<file path="src/rtl/seq_detect_param.sv">
// Serial pattern detector with a runtime-loadable pattern, overlapping or
// non-overlapping detection, and a saturating match counter.
module seq_detect_param #(
    parameter int             LEN     = 4,
    parameter logic [LEN-1:0] PATTERN = 4'b1001,
    parameter int             CNT_W   = 8
) (
    input  logic                     clk,
    input  logic                     reset,
    input  logic                     ip,
    input  logic                     en,
    input  logic                     overlap,
    input  logic                     load,
    input  logic [LEN-1:0]           pat_in,
    input  logic                     clr_cnt,
    output logic                     op,
    output logic [CNT_W-1:0]         match_cnt,
    output logic [$clog2(LEN)-1:0]   fill
);

    localparam int                FW       = $clog2(LEN);
    localparam logic [FW-1:0]     FILL_MAX = FW'(LEN - 1);
    localparam logic [CNT_W-1:0]  CNT_MAX  = {CNT_W{1'b1}};

    logic [LEN-1:0] pat;
    logic [LEN-2:0] hist;
    logic [LEN-1:0] window;
    logic           match;

    // The incoming bit completes the window; only a full history may match.
    assign window = {hist, ip};
    assign match  = en && !load && (fill == FILL_MAX) && (window == pat);

    always_ff @(posedge clk or posedge reset) begin
        if (reset) begin
            op        <= 1'b0;
            match_cnt <= '0;
            fill      <= '0;
            hist      <= '0;
            pat       <= PATTERN;
        end else begin
            op <= match;

            if (match) begin
                if (clr_cnt)
                    match_cnt <= CNT_W'(1);
                else if (match_cnt != CNT_MAX)
                    match_cnt <= match_cnt + CNT_W'(1);
            end else if (clr_cnt) begin
                match_cnt <= '0;
            end

            // A load restarts detection and wins over a sample on the same edge.
            if (load) begin
                pat  <= pat_in;
                fill <= '0;
            end else if (en) begin
                hist <= window[LEN-2:0];
                if (match && !overlap)
                    fill <= '0;
                else if (fill != FILL_MAX)
                    fill <= fill + FW'(1);
            end
        end
    end

endmodule
</file>
<file path="config.mk">
export PLATFORM = sky130hd
export DESIGN_NAME = seq_detect_param
export DESIGN_NICKNAME = d
export VERILOG_FILES = /design/src/rtl/seq_detect_param.sv
export SDC_FILE = /design/constraint.sdc
export NUM_CORES = 1
export LEC_CHECK = 0
export ABC_AREA = 1
export CAP_MARGIN = 20
export CORE_MARGIN = 2
export CORE_UTILIZATION = 40
export DETAILED_ROUTE_END_ITERATION = 10
export DONT_BUFFER_PORTS = 1
export GPL_ROUTABILITY_DRIVEN = 0
export PLACE_DENSITY = 0.59
export SYNTH_ARGS = -nofsm -noshare
export SYNTH_HDL_FRONTEND = slang
export SYNTH_SLANG_ARGS = --single-unit
</file>
<file path="constraint.sdc">
create_clock -name clk -period 1.4 [get_ports clk]
set_input_delay 0.21 -clock clk [delete_from_list [all_inputs] [get_ports clk]]
set_output_delay 0.21 -clock clk [all_outputs]
set_load 0.005 [all_outputs]
</file>
==> results of run 1 <==
-- critical path, cell delays in order, from the launching register on --
cell and delay (ps):
dfrtp_1 410, ha_1 230, nand2_1 90, inv_1 60
nand4_2 100, nand4_2 120, nand2_4 170, nand3_1 110
o21ai_2 60
-- area by class of cell --
type                    count  area [sq um]
flip-flops and latches     18         452.9
well taps                  30         37.54
multi-input cells          92         528.0
repair buffers             25         207.7
clock buffers               4         36.28
fillers                   254          1165
inverters                  24         95.09
-- worst min-delay path by stage --
stage,startpoint,endpoint,cells past startpoint
2_1_floorplan,reset,fill[0],1
3_3_place_gp,reset,match_cnt[0],2
3_5_place_dp,reset,match_cnt[5],2
4_1_cts,load,pat[3],2
5_1_grt,load,pat[0],2
6_report,load,pat[0],2
-- per-layer routing --
layer | track usage | part of all wire | vias up
met5 | 0 | 0 | -
met4 | 0.06122 | 0.012 | 0
met3 | 0.06047 | 0.072 | 5
met2 | 0.2773 | 0.50 | 34
met1 | 0.1708 | 0.41 | 462
li1 | - | - | 496
-- sequential cells by signal (all words and copies together) (netlist names) --
name	count
match_cnt	8
pat	4
hist	3
fill	2
op	1
-- per-stage QoR --
stage / TNS, ps / cells / utilization
after floorplan: 0 / 136 / -
after global placement: -12.77 / 179 / 0.4792
after detailed placement: -319.1 / 179 / 0.4792
after CTS: -41.71 / 190 / 0.5208
after global routing: -657.5 / 193 / 0.5382
final: -4.676 / 193 / 0.5382
-- what timing repair did --
| action | CTS | global route |
|---|---|---|
| hold buffers | 2 | 3 |
| endpoints found under the setup margin | 9 | 11 |
| setup buffers | 5 | 1 |
| pin swaps | 5 | 5 |
| resized for setup | 4 | 4 |
| endpoints found under the hold margin | 20 | 2 |
-- cell usage in the layout, fill, tap and decap left out --
master,count
nor2_2,2
o21ai_0,10
clkbuf_8,1
nand3_1,12
o21ai_1,1
nand2_1,33
dlygate4sd3_1,5
ha_1,2
nand4_1,8
dfrtp_1,16
buf_4,18
nand2_4,3
nand2_2,3
buf_6,2
dfstp_2,2
nand3_4,1
nand4_2,2
inv_6,1
clkbuf_4,3
o211ai_1,1
nor2_1,5
o22ai_2,1
o21ai_2,4
nor3_1,2
clkinv_1,1
inv_1,17
inv_2,5
nor2_4,2
-- cells by family (layout without fill, tap and decap cells) --
group / count (synthesis) / count (layout) / share of synthesized area
buffers and inverters: 26 / 53 / 0.1088
AO/OA/AOI/OAI: 17 / 17 / 0.1018
flip-flops: 18 / 18 / 0.4190
adder cells (fa/ha/maj): 2 / 2 / 0.02314
AND/OR/NAND/NOR: 73 / 73 / 0.3472
-- power breakdown --
part / internal (mW) / total [mW] / leakage (nW) / switching [mW]
Sequential: 0.552 / 0.573 / 0.236 / 0.0206
Clock: 0.159 / 0.330 / 0.0210 / 0.171
Combinational: 0.0805 / 0.197 / 0.414 / 0.116
Total: 0.792 / 1.10 / 0.670 / 0.308
==> results.ini, run 1 <==
[outcome]
status = finished with violations
violations = negative setup slack

[clocking]
cts_sinks = 18
cts-buffers-inserted = 3
clk_pin_slew_ps = 110
h-tree-depth = 1
cts_tree = done
clock_latency_ps = 300
clockBufferDepth = 2
cts-root-buf = clkbuf_4

[place]
pre_cts_ws_ps = -68.85
place_area_sq_um = 1209
hpwl_um = 1747
place.port_buffers = 0

[setup_path]
startpoint = match_cnt[0]
r2r_cells = 8
path_class = reg2reg
r2r_end = match_cnt[0]
end_kind = flop
critical_path.endpoint = match_cnt[0]
r2r_start = match_cnt[0]
cp_max_fo = 11
crit_path_start_kind = flop
arrival_ps = 1640
cp.required_ps = 1640
rrSetupSlack_ps = -5

[job]
cap_violations = 0

[synthesis]
synthDistinctLibCells = 23
synth_area_sq_um = 1081
yosysWarningCount = 0
synth_edf_count = 0
ys_ff_latch = 18
syn-num-nets = 149
yosys-top-cells-area = dfrtp_1, nand2_1, inv_1
seq_area_frac_synth = 0.4190
postSynthAreaPerCell_sq_um = 7.949
synth_ff_type = dfrtp_1
yosysTopAreaCellShare = 0.3704
async_flop_share = 1.000
synth.largest_area_cell = dfrtp_1
synth_cells = 136
synth_commonest_cells = nand2_1, inv_1, dfrtp_1
post-synth-top-count-cell = nand2_1

[timing]
maxSlewHeadroom = 0.7818
rsz0062_at_grt = yes
finalCriticalPeriod_ps = 1405
hold_viol_final = 0
fin_ws_ps = -4.676
clock_skew_ps = 1.405
whs_ps = 17.15
fin_crit_sh = 1.003
tightest_slew_ps = 325.4
fmax_mhz = 711.9
drv_slew = 0
setup_viol = 1

[floorplanning]
io_pins = 22
die-area_sq_um = 3134
fp.coreArea_sq_um = 2522
die_h_um = 55.99
initial_core_util = 0.4286
num_rows = 18
dieWidth_um = 55.99

[layout]
layout-drive-gt1-share = 0.3067
area_growth_pct = 25.58
insertedDiodeCount = 0
fin_area_sq_um = 1358
nets = 177

[detailed_routing]
vias = 997
antenna_left = 0
viasPerCell = 5.166
drtPass1Iterations = 4
wl_um = 2391
wl_per_cell_um = 12.39
route.detailed.drc = 0
initialDrtViolationCount = 40

[grt]
antenna_found_initial = 0
grt_pass1_vias = 958
overflow = 0
grt_max_degree = 19
grt_pass1_wl_um = 3891
grt_usage = 0.1583

[power_and_ir_drop]
power_density_nw_per_um2 = 810.0
vdd_ir_drop_max_uv = 654.5
power.leakage_nw = 0.6703
total_power_mw = 1.100

[worst_hold_path]
worstHoldPathType = in2reg

Power figures use the tool's default switching activity.
==> run 2, diff against run 1 <==
--- a/config.mk
+++ b/config.mk
@@ -7,6 +7,7 @@
 export LEC_CHECK = 0
 export ABC_AREA = 1
 export CAP_MARGIN = 20
+export CORE_ASPECT_RATIO = 0.75
 export CORE_MARGIN = 2
 export CORE_UTILIZATION = 40
 export DETAILED_ROUTE_END_ITERATION = 10
==> results.ini, run 2 (same netlist as run 1, synthesis figures left out) <==
[layout]
largest-register = match_cnt
nets = 173
final_common_cell = nand2_1
largest_register_ffs = 8
fin_util = 0.5233
area_growth_pct = 25.00
final_cells = 195
top_regs = match_cnt: 8 flops, pat: 4 flops, hist: 3 flops
insertedDiodeCount = 0
layout-drive-gt1-share = 0.3774
layout_common_cells = nand2_1, buf_4, inv_1

[clocking]
clockBufferDepth = 2
h-tree-depth = 1
clk_pin_slew_ps = 100
cts_tree = done
cts-buffers-inserted = 3
cts-root-buf = clkbuf_4
cts_sinks = 18
clock_latency_ps = 290

[power_and_ir_drop]
vdd_ir_drop_max_uv = 460.6
total_power_mw = 1.088
power.leakage_nw = 0.6480
power_density_nw_per_um2 = 805.1

[setup_path]
cpMostUsedCell = nand4_1
path_class = reg2reg
cp.required_ps = 1600
cp_cell_sequence = ha_1 -> nand3_4 -> nor2_4 -> nand4_1 -> buf_4 -> nand4_1 -> nand2_1
arrival_ps = 1620
end_kind = flop
crit_path_start_kind = flop
slowest_stage = dfrtp_1
slowest_delay_ps = 380
cp_top_family = simple AND/OR/NAND/NOR gates
critical_path_buf_inv_count = 1
cp_max_fo = 2

[timing]
rsz0062_at_grt = yes
fin_crit_sh = 1.014
clock_skew_ps = 2.202
fin_ws_ps = -20.28
setup_viol = 3
maxSlewHeadroom = 0.7960
drv_slew = 0
fmax_mhz = 704.1
tightest_slew_ps = 304.1
hold_viol_final = 0
finalCriticalPeriod_ps = 1420
fin_setup_tns_ps = -36.20

[detailed_routing]
antenna_left = 0
wl_per_cell_um = 13.03
drtPass1Iterations = 4
initialDrtViolationCount = 43
vias = 969
route.detailed.drc = 0
viasPerCell = 4.969
wl_um = 2540

[outcome]
status = finished with violations
violations = negative setup slack

[place]
dpl.cell_count = 186
hpwl_um = 1919
pre_cts_ws_ps = -63.00
place.port_buffers = 0

[floorplanning]
initial_core_util = 0.4186
dieWidth_um = 64.03
die_h_um = 49.02
die-area_sq_um = 3139
num_rows = 16
fp.coreArea_sq_um = 2582
io_pins = 22

[job]
cap_violations = 0

[grt]
grt_usage = 0.1814
grt_pass1_wl_um = 4436
grt_pass1_vias = 1027
grt_max_degree = 19
overflow = 0
antenna_found_initial = 0

[worst_hold_path]
worstHoldPathType = in2reg

run 2: timing repair:
action | in CTS | in global routing
setup endpoints to repair | 10 | 10
hold buffers | 2 | 0
endpoints found under the hold margin | 18 | 0
resized for setup | 12 | 6
pin swaps | 6 | 2
buffers inserted | 3 | 0
run 2: cell type report:
class | instances | area, sq um
clock buffers | 4 | 36.28
well taps | 36 | 45.04
flip-flops and latches | 18 | 452.9
fillers | 247 | 1231
multi-input cells | 92 | 555.5
repair buffers | 21 | 166.4
inverters | 24 | 95.09
run 2: path summary, 6_finish.rpt:
check	start	to	slack [ps]	cells past startpoint
max	fill[1]	fill[0]	-20	7
min	load	pat[3]	20	2
max reg2reg	fill[1]	fill[0]	-20	7
min reg2reg	pat[3]	pat[3]	510	2
max in group asynchronous	reset	pat[3]	780	3
min in group asynchronous	reset	match_cnt[4]	370	3
run 2: stage by stage:
stage / hold slack, ps / cell area, sq um
after detailed placement: 141.2 / 1224
after CTS: 5.372 / 1334
after floorplan: 147.1 / 1081
final: 19.79 / 1351
after global routing: 1.620 / 1351
after global placement: 131.6 / 1224
run 2: report_power, final:
group | internal (mW) | switching (mW)
sequential | 0.552 | 0.0229
combinational | 0.0706 | 0.121
clock | 0.158 | 0.163
run 2: metal layers:
layer  routed length, um  vias up  global-route usage  part of all wire
li1                    -      490                   -                 -
met5                   0        -                   0                 0
met3                 166        2             0.07159             0.065
met1                1194      458              0.2331              0.47
met4                  13        0             0.03986            0.0051
met2                1165       19              0.2882              0.46
==> run 3, diff against run 2 <==
--- a/config.mk
+++ b/config.mk
@@ -8,7 +8,7 @@
 export ABC_AREA = 1
 export CAP_MARGIN = 20
 export CORE_ASPECT_RATIO = 0.75
-export CORE_MARGIN = 2
+export CORE_MARGIN = 1
 export CORE_UTILIZATION = 40
 export DETAILED_ROUTE_END_ITERATION = 10
 export DONT_BUFFER_PORTS = 1
@@ -17,3 +17,4 @@
 export SYNTH_ARGS = -nofsm -noshare
 export SYNTH_HDL_FRONTEND = slang
 export SYNTH_SLANG_ARGS = --single-unit
+export TNS_END_PERCENT = 5
==> results.ini, run 3 (same netlist as run 1, synthesis figures left out) <==
[power_and_ir_drop]
vdd_ir_drop_max_uv = 699.6
power.leakage_nw = 0.6856
power_density_nw_per_um2 = 773.3

[job]
cap_violations = 0

[place]
place_area_sq_um = 1271
hpwl_um = 1897
dpl.cell_count = 189
pre_cts_ws_ps = -87.33
place.port_buffers = 0

[grt]
grt_usage = 0.1965
grt_pass1_vias = 906
grt_max_degree = 19
overflow = 0
antenna_found_initial = 0
grt_pass1_wl_um = 4022

[floorplanning]
num_rows = 15
io_pins = 22
fp.coreArea_sq_um = 2421
initial_core_util = 0.4465
die_h_um = 47.02
die-area_sq_um = 2917
dieWidth_um = 62.03

[setup_path]
cp.required_ps = 1630
r2r_start = pat[0]
arrival_ps = 1660
crit_path_start_kind = flop
cp_max_fo = 3
end_kind = flop
startpoint = pat[0]
path_class = reg2reg

[detailed_routing]
initialDrtViolationCount = 27
vias = 984
drtPass1Iterations = 4
route.detailed.drc = 0
wl_per_cell_um = 12.71
wl_um = 2554
viasPerCell = 4.896
antenna_left = 0

[layout]
final_cells = 201
layout_common_cells = nand2_1, buf_4, inv_1, dfrtp_1, nand3_1
largest-register = match_cnt
fin_area_sq_um = 1459
largest_register_ffs = 8
insertedDiodeCount = 0
multiInputGateArea_sq_um = 588.1
fill_cells = 208
layout-drive-gt1-share = 0.4012
final-seq-area_sq_um = 452.9
final_common_cell = nand2_1
fin_util = 0.6026
top_regs = match_cnt: 8 flops, pat: 4 flops, hist: 3 flops
nets = 181
area_growth_pct = 34.95

[timing]
maxSlewHeadroom = 0.7781
fmax_mhz = 697.1
fin_crit_sh = 1.025
whs_ps = 21.55
drv_slew = 0
setup_viol = 6
finalCriticalPeriod_ps = 1434
clock_skew_ps = 1.827
tightest_slew_ps = 330.9
rsz0062_at_grt = yes
hold_viol_final = 0
fin_ws_ps = -34.49

[clocking]
cts_tree = done
cts-root-buf = clkbuf_4
h-tree-depth = 1
clockBufferDepth = 2
clock_latency_ps = 290
cts-buffers-inserted = 3
cts_sinks = 18
clk_pin_slew_ps = 110

[outcome]
status = finished with violations
violations = negative setup slack

[worst_hold_path]
hp-start = load
worstHoldPathType = in2reg

## run 3: worst paths after layout
kind	endpoint	slack [ps]	cells past startpoint
max in group asynchronous	pat[3]	780	3
min in group asynchronous	pat[1]	370	3
hold reg to reg	pat[3]	530	2
setup / recovery	match_cnt[6]	-30	9
hold / removal	pat[0]	20	2
setup reg to reg	match_cnt[6]	-30	9
## run 3: area by class of cell
cell class	count	share of cell area
multi-input combinational	92	0.4031
sequential	18	0.3105
timing repair buffer	29	0.1672
inverter	24	0.06518
tap	34	0.02916
clock buffer	4	0.02487
## run 3: per-stage QoR
| stage | power [mW] | setup TNS (ps) |
|---|---|---|
| 6_report | 1.128 | -93.08 |
| 5_1_grt | 1.201 | -801.5 |
| 4_1_cts | 1.127 | -41.76 |
| 3_5_place_dp | 0.7556 | -560.9 |
| 3_3_place_gp | 0.7498 | -273.8 |
| 2_1_floorplan | 0.7094 | 0 |
## run 3: metal layers
metal,wire length (um),vias up,track usage
met4,12,0,0.04000
li1,-,511,-
met2,1107,17,0.2872
met3,115,2,0.07713
met5,0,-,0
met1,1319,454,0.2758
## run 3: critical path, cell delays in order (launching register included)
cell	delay, ps
dfstp_2	550
inv_2	40
nand2_2	70
nand2_2	60
nor2_4	130
nand2_2	90
nor2_4	120
buf_4	120
nand4_1	90
o21ai_2	80
## run 3: power by group
group / switching [mW] / total [mW] / internal, mW
Sequential: 0.0220 / 0.574 / 0.552
Combinational: 0.136 / 0.227 / 0.0906
Clock: 0.169 / 0.327 / 0.158
Total: 0.327 / 1.13 / 0.801
## run 3: what timing repair did
item,4_1_cts,5_1_grt
gates resized for setup,17,7
pin swaps,10,7
hold endpoints to repair,20,2
hold buffers,2,2
endpoints found under the setup margin,10,10
setup buffers,2,2
==> variant 1: new RTL, config.mk and constraints of run 2 <==
Set the parameter `LEN` to 16 (it was 4).
--- a/src/rtl/seq_detect_param.sv
+++ b/src/rtl/seq_detect_param.sv
@@ -2,5 +2,5 @@
 // non-overlapping detection, and a saturating match counter.
 module seq_detect_param #(
-    parameter int             LEN     = 4,
+    parameter int             LEN     = 16,
     parameter logic [LEN-1:0] PATTERN = 4'b1001,
     parameter int             CNT_W   = 8
Ports: changed (resized fill and pat_in); port bits go from 22 to 36. No check against the original RTL was run, so the function may have changed too.
==> variant 1 against run 2 <==
- the run still ends with setup timing left
- final cell count grew 150%
- wire length grew 120%
- critical path depth grew 4
- clock skew grew 0.0060 ns
- sequential cell count grew 26
- setup slack lost 0.26 ns
- area after synthesis grew 120%
- power grew to 2.8 times the old value
- final area grew 130%
- sequential share of layout area grew 2.1 points
- critical endpoint is now match_cnt[6]
==> variant 1: results (changes against run 2) <==
Layout
  • Share of cells above drive strength 1: 23.1% (-15 points)
  • Largest registers: pat (16), hist (15), match_cnt (8)
  • Fillcell total: 581 (+140%)
  • Final net count: 426 (+150%)

Power and ir drop
  • Seq power: 0.00149 W (+160%)
  • Pint: 0.00217 W (+180%)
  • Pwr Density: 1000 nW/µm² (+24%)
  • Logic gate share of total power: 25.1% (+7.5 points)
  • VDD IR max: 0.470 mV (+2.0%)

Clocking
  • Total CTS buffers: 5 (+2)
  • Post-CTS Setup Inserts: 2 (-1)
  • Clock Tree Root: clkbuf_8

Logic synthesis
  • Synth Register Bits: 44 (+26)
  • Synth area leaders: dfrtp_1 (44%), nand2_1 (19%), inv_1 (8.1%)
  • Top post-synthesis cells by count: nand2_1 (119), inv_1 (51), dfrtp_1 (42)
  • Post-Syn Nets: 357 (+140%)
  • Distinct cells, synth: 25 (+8.7%)

STA
  • Slew margin rel.: 83.6% (+4.0 points)
  • Total negative slack: -2.87 ns (-2.84 ns)
  • Final Setup Violations: 13 (+10)
  • Setup ws final: -0.284 ns (-0.264 ns)

Global routing
  • First-pass GRT wire length: 9840 µm (+120%)
  • Largest net degree at the start of global routing: 45 (+26)
  • GRT Util Overall: 18.6% (+0.49 points)

Outcome
  • Failing checks: setup timing
  • Status: complete, but fails checks

Critical path
  • Worst r2r dst: match_cnt[6]
  • Worst R2R Path Depth: 11 (+4)
  • Worst path max stage delay: 0.52 ns (+0.14 ns)
  • CP max-delay cell: dfstp_2

Placement
  • Dpl hpwl: 4140 µm (+120%)

Min path
  • Hold depth: 1 (-1)
  • Hold Path Sink: pat[7]

Route
  • Routed len/inst: 11.5 µm (-11%)
==> variant 1: area by class of cell <==
type                    instances  area [µm²]  share of cell area (%)
well taps                      78        97.6                    3.15
inverters                      52         198                    6.39
repair buffers                 69         538                    17.4
clock inverters                 2        10.0                   0.323
flip-flops and latches         44        1100                    35.7
multi-input cells             229        1070                    34.4
clock buffers                   6        82.6                    2.67
==> variant 1: worst max path at each step <==
| stage | slack (ns) | from | endpoint |
|---|---|---|---|
| final | -0.28 | pat[0] | match_cnt[6] |
| after CTS | -0.28 | fill[1] | match_cnt[5] |
| after global placement | -0.29 | pat[0] | match_cnt[7] |
| after floorplan | -0.22 | fill[0] | match_cnt[6] |
| after detailed placement | -0.37 | pat[0] | match_cnt[5] |
| after global routing | -0.45 | pat[0] | match_cnt[6] |
==> variant 1: metal layers <==
layer / vias up / GRT usage [%] / share of wire [%]
li1: 1164 / - / -
met1: 984 / 26.8 / 52
met2: 35 / 28.9 / 44
met3: 2 / 4.05 / 3.2
met4: 0 / 4.74 / 0.52
met5: - / 0 / 0
==> variant 1: per-stage QoR <==
step | setup WS (ns) | instances | cell area, µm²
after floorplan | -0.222 | 332 | 2370
after global placement | -0.286 | 465 | 2910
after detailed placement | -0.373 | 465 | 2910
after CTS | -0.283 | 477 | 3060
after global routing | -0.452 | 480 | 3100
final | -0.284 | 480 | 3100
==> variant 1: cell families (layout without fill, tap and decap cells) <==
| kind of cell | count (synthesis) | after routing | synth area share, % |
|---|---|---|---|
| flip-flops | 44 | 44 | 46.6 |
| AND/OR/NAND/NOR | 186 | 186 | 32.8 |
| adder cells (fa/ha/maj) | 2 | 2 | 1.06 |
| XOR/XNOR | 4 | 4 | 1.48 |
| buffers and inverters | 59 | 129 | 9.68 |
| AO/OA/AOI/OAI | 37 | 37 | 8.36 |
==> variant 2: new RTL, flow settings as in run 2 <==
Without the edit above. Put one more register stage on the output `match_cnt`, with the module's reset. The value now appears one clock later. The other outputs are not delayed to match.
--- a/src/rtl/seq_detect_param.sv
+++ b/src/rtl/seq_detect_param.sv
@@ -23,4 +23,6 @@
     localparam logic [CNT_W-1:0]  CNT_MAX  = {CNT_W{1'b1}};
 
+    logic [CNT_W-1:0] match_cnt_s0;
+
     logic [LEN-1:0] pat;
     logic [LEN-2:0] hist;
@@ -35,5 +37,5 @@
         if (reset) begin
             op        <= 1'b0;
-            match_cnt <= '0;
+            match_cnt_s0 <= '0;
             fill      <= '0;
             hist      <= '0;
@@ -44,9 +46,9 @@
             if (match) begin
                 if (clr_cnt)
-                    match_cnt <= CNT_W'(1);
-                else if (match_cnt != CNT_MAX)
-                    match_cnt <= match_cnt + CNT_W'(1);
+                    match_cnt_s0 <= CNT_W'(1);
+                else if (match_cnt_s0 != CNT_MAX)
+                    match_cnt_s0 <= match_cnt_s0 + CNT_W'(1);
             end else if (clr_cnt) begin
-                match_cnt <= '0;
+                match_cnt_s0 <= '0;
             end
 
@@ -65,3 +67,11 @@
     end
 
+    always_ff @(posedge clk or posedge reset) begin
+        if (reset) begin
+            match_cnt <= '0;
+        end else begin
+            match_cnt <= match_cnt_s0;
+        end
+    end
+
 endmodule
Formal check against the unedited RTL: not equivalent (Yosys sat finds a counterexample within 10 cycles, from zero or initial values and one cycle with reset high).
==> variant 2 against run 2 <==
- final area rose by 12%
- clock power grew 31%
- area after synthesis is 13% higher
- the run still ends with setup timing left
- sequential cell count rose by 8
- die area grew 12%
- wire length is 3.5% lower
- highest routed layer unchanged
- setup slack got worse by 0.077 ns
- power up 28%
- count of clock-buffer cells in the layout did not move
- critical endpoint is now match_cnt_s0[2]
==> variant 2: results (changes against run 2) <==
STA
  • Final Setup Violations: 8 (+5)
  • Setup ws final: -0.0969 ns (-0.0766 ns)
  • Final hold slack: 0.0413 ns (+0.0215 ns)
  • Setup Skew: 0.00409 ns (+0.00189 ns)
  • Worst-Margin Slew: 0.458 ns (+0.154 ns)

Logic synthesis
  • XOR/XNOR share of the synthesized area: 2.04% (+2.0 points)
  • Ys flop type: dfrtp_1
  • Sequential share of the synthesized area: 53.3% (+11 points)
  • Distinct cells, synth: 25 (+8.7%)
  • Synth area leaders: dfrtp_1 (49%), nand2_1 (13%), dfstp_2 (4.3%)
  • Post-synthesis mux area share: 0% (unchanged)
  • Post-Synth Adder-Cell Area: 2.04% (-0.27 points)
  • Yosys warns: 0 (unchanged)
  • Post-Syn Nets: 147 (-1.3%)
  • Compound-Gate Fraction of Synth Area: 6.03% (-4.2 points)
  • Top post-synthesis cells by count: nand2_1 (44), dfrtp_1 (24), inv_1 (11)

Global routing
  • First-pass GRT wire length: 4170 µm (-6.1%)
  • Vias in the first global route: 909 (-11%)
  • GRT Util Overall: 16.5% (-1.7 points)
  • Largest net degree at the start of global routing: 17 (-2)

Critical path
  • Worst r2r dst: match_cnt_s0[2]
  • Worst path max stage delay: 0.36 ns (-0.02 ns)
  • CP max-delay cell: dfrtp_1
  • Worst R2R Path Depth: 9 (+2)
  • Worst Path Arrival: 1.66 ns (+0.04 ns)
  • Reg2reg setup slack: -0.1 ns (-0.08 ns)
  • Crit-path leading delay family: buffers and inverters
  • FF-to-FF Start: match_cnt_s0[1]
  • Crit path max fanout: 2 (unchanged)

Route
  • Initial drt markers: 40 (-7.0%)
  • Vias: 950 (-2.0%)
  • Final WL: 2450 µm (-3.5%)

Clocking
  • Post-CTS Setup Inserts: 9 (+6)
  • # hold bufs at CTS: 2 (unchanged)
  • CTS clock-pin slew for the worst setup and hold paths: 0.08 ns (-0.02 ns)
  • CTS resizes: 5 (-7)
  • Total CTS buffers: 3 (unchanged)
  • Clock Tree Root: clkbuf_8
  • Clock network latency to the later pin of the worst-skew pair: 0.27 ns (-0.02 ns)
  • Clock Tree Buf Depth: 2 (unchanged)

Layout
  • Fillcell total: 272 (+10%)
  • # diodes: 0 (unchanged)
  • Share of cells above drive strength 1: 32.1% (-5.7 points)
  • Largest registers: match_cnt (8), match_cnt_s0 (8), pat (4)

Power and ir drop
  • Clock group: 0.000422 W (+31%)
  • Leak: 0.790 nW (+22%)
  • VDD IR max: 0.502 mV (+8.9%)
  • Pint: 0.00106 W (+35%)
  • Seq pwr share: 58.1% (+5.2 points)

Placement
  • Worst slack, placed: -0.101 ns (-0.0384 ns)
  • Port bufs: 0 (unchanged)
  • Dpl hpwl: 1670 µm (-13%)

Min path
  • Min-Delay Path Class: in -> reg
  • Hold depth: 2 (unchanged)
  • Hold wc startpoint: pat_in[3]
  • Hold Path Sink: pat[3]

Outcome
  • Failing checks: setup timing
  • Status: complete, but fails checks
variant 2: per-stage QoR:
| stage | instances | utilization [%] | setup TNS [ns] | power (W) | area [µm²] |
|---|---|---|---|---|---|
| floorplan | 134 | - | 0 | 0.000924 | 1220 |
| global placement | 180 | 45.8 | -0.305 | 0.000959 | 1350 |
| detailed placement | 180 | 45.8 | -0.521 | 0.000963 | 1350 |
| CTS | 195 | 50.7 | -0.489 | 0.00141 | 1490 |
| global route | 197 | 51.5 | -1.42 | 0.00147 | 1510 |
| finish | 197 | 51.5 | -0.442 | 0.00139 | 1510 |
variant 2: cells by family after synthesis:
group                      count (synthesis)
and+or+nand+nor                           75
DFF                                       26
buffers and inverters                     17
AOI/OAI and AO/OA                         12
xor gates and xnor gates                   2
adders and majority gates                  2
variant 2: layout make-up:
class	instances	share of cell area (%)
sequential	26	43.2
multi-input combinational	91	34.9
timing repair buffer	21	11.6
inverter	17	4.22
tap	38	3.14
clock buffer	4	2.98
variant 2: how the worst max path moves through the flow:
stage	startpoint	end	slack, ns	depth (start not counted)
6_report	match_cnt_s0[1]	match_cnt_s0[2]	-0.1	9
4_1_cts	match_cnt_s0[1]	match_cnt_s0[4]	-0.08	11
3_5_place_dp	pat[0]	match_cnt_s0[3]	-0.10	8
5_1_grt	pat[3]	match_cnt_s0[3]	-0.18	8
2_1_floorplan	match_cnt_s0[0]	match_cnt_s0[1]	0.03	10
3_3_place_gp	pat[0]	match_cnt_s0[6]	-0.07	7
variant 2: routing by layer:
metal / wire length, µm / up-vias / part of all wire, % / track usage, %
li1: - / 477 / - / -
met5: 0 / - / 0 / 0
met3: 159 / 4 / 6.5 / 6.06
met1: 1160 / 446 / 47 / 22.1
met4: 32 / 0 / 1.3 / 7.00
met2: 1100 / 23 / 45 / 23.9
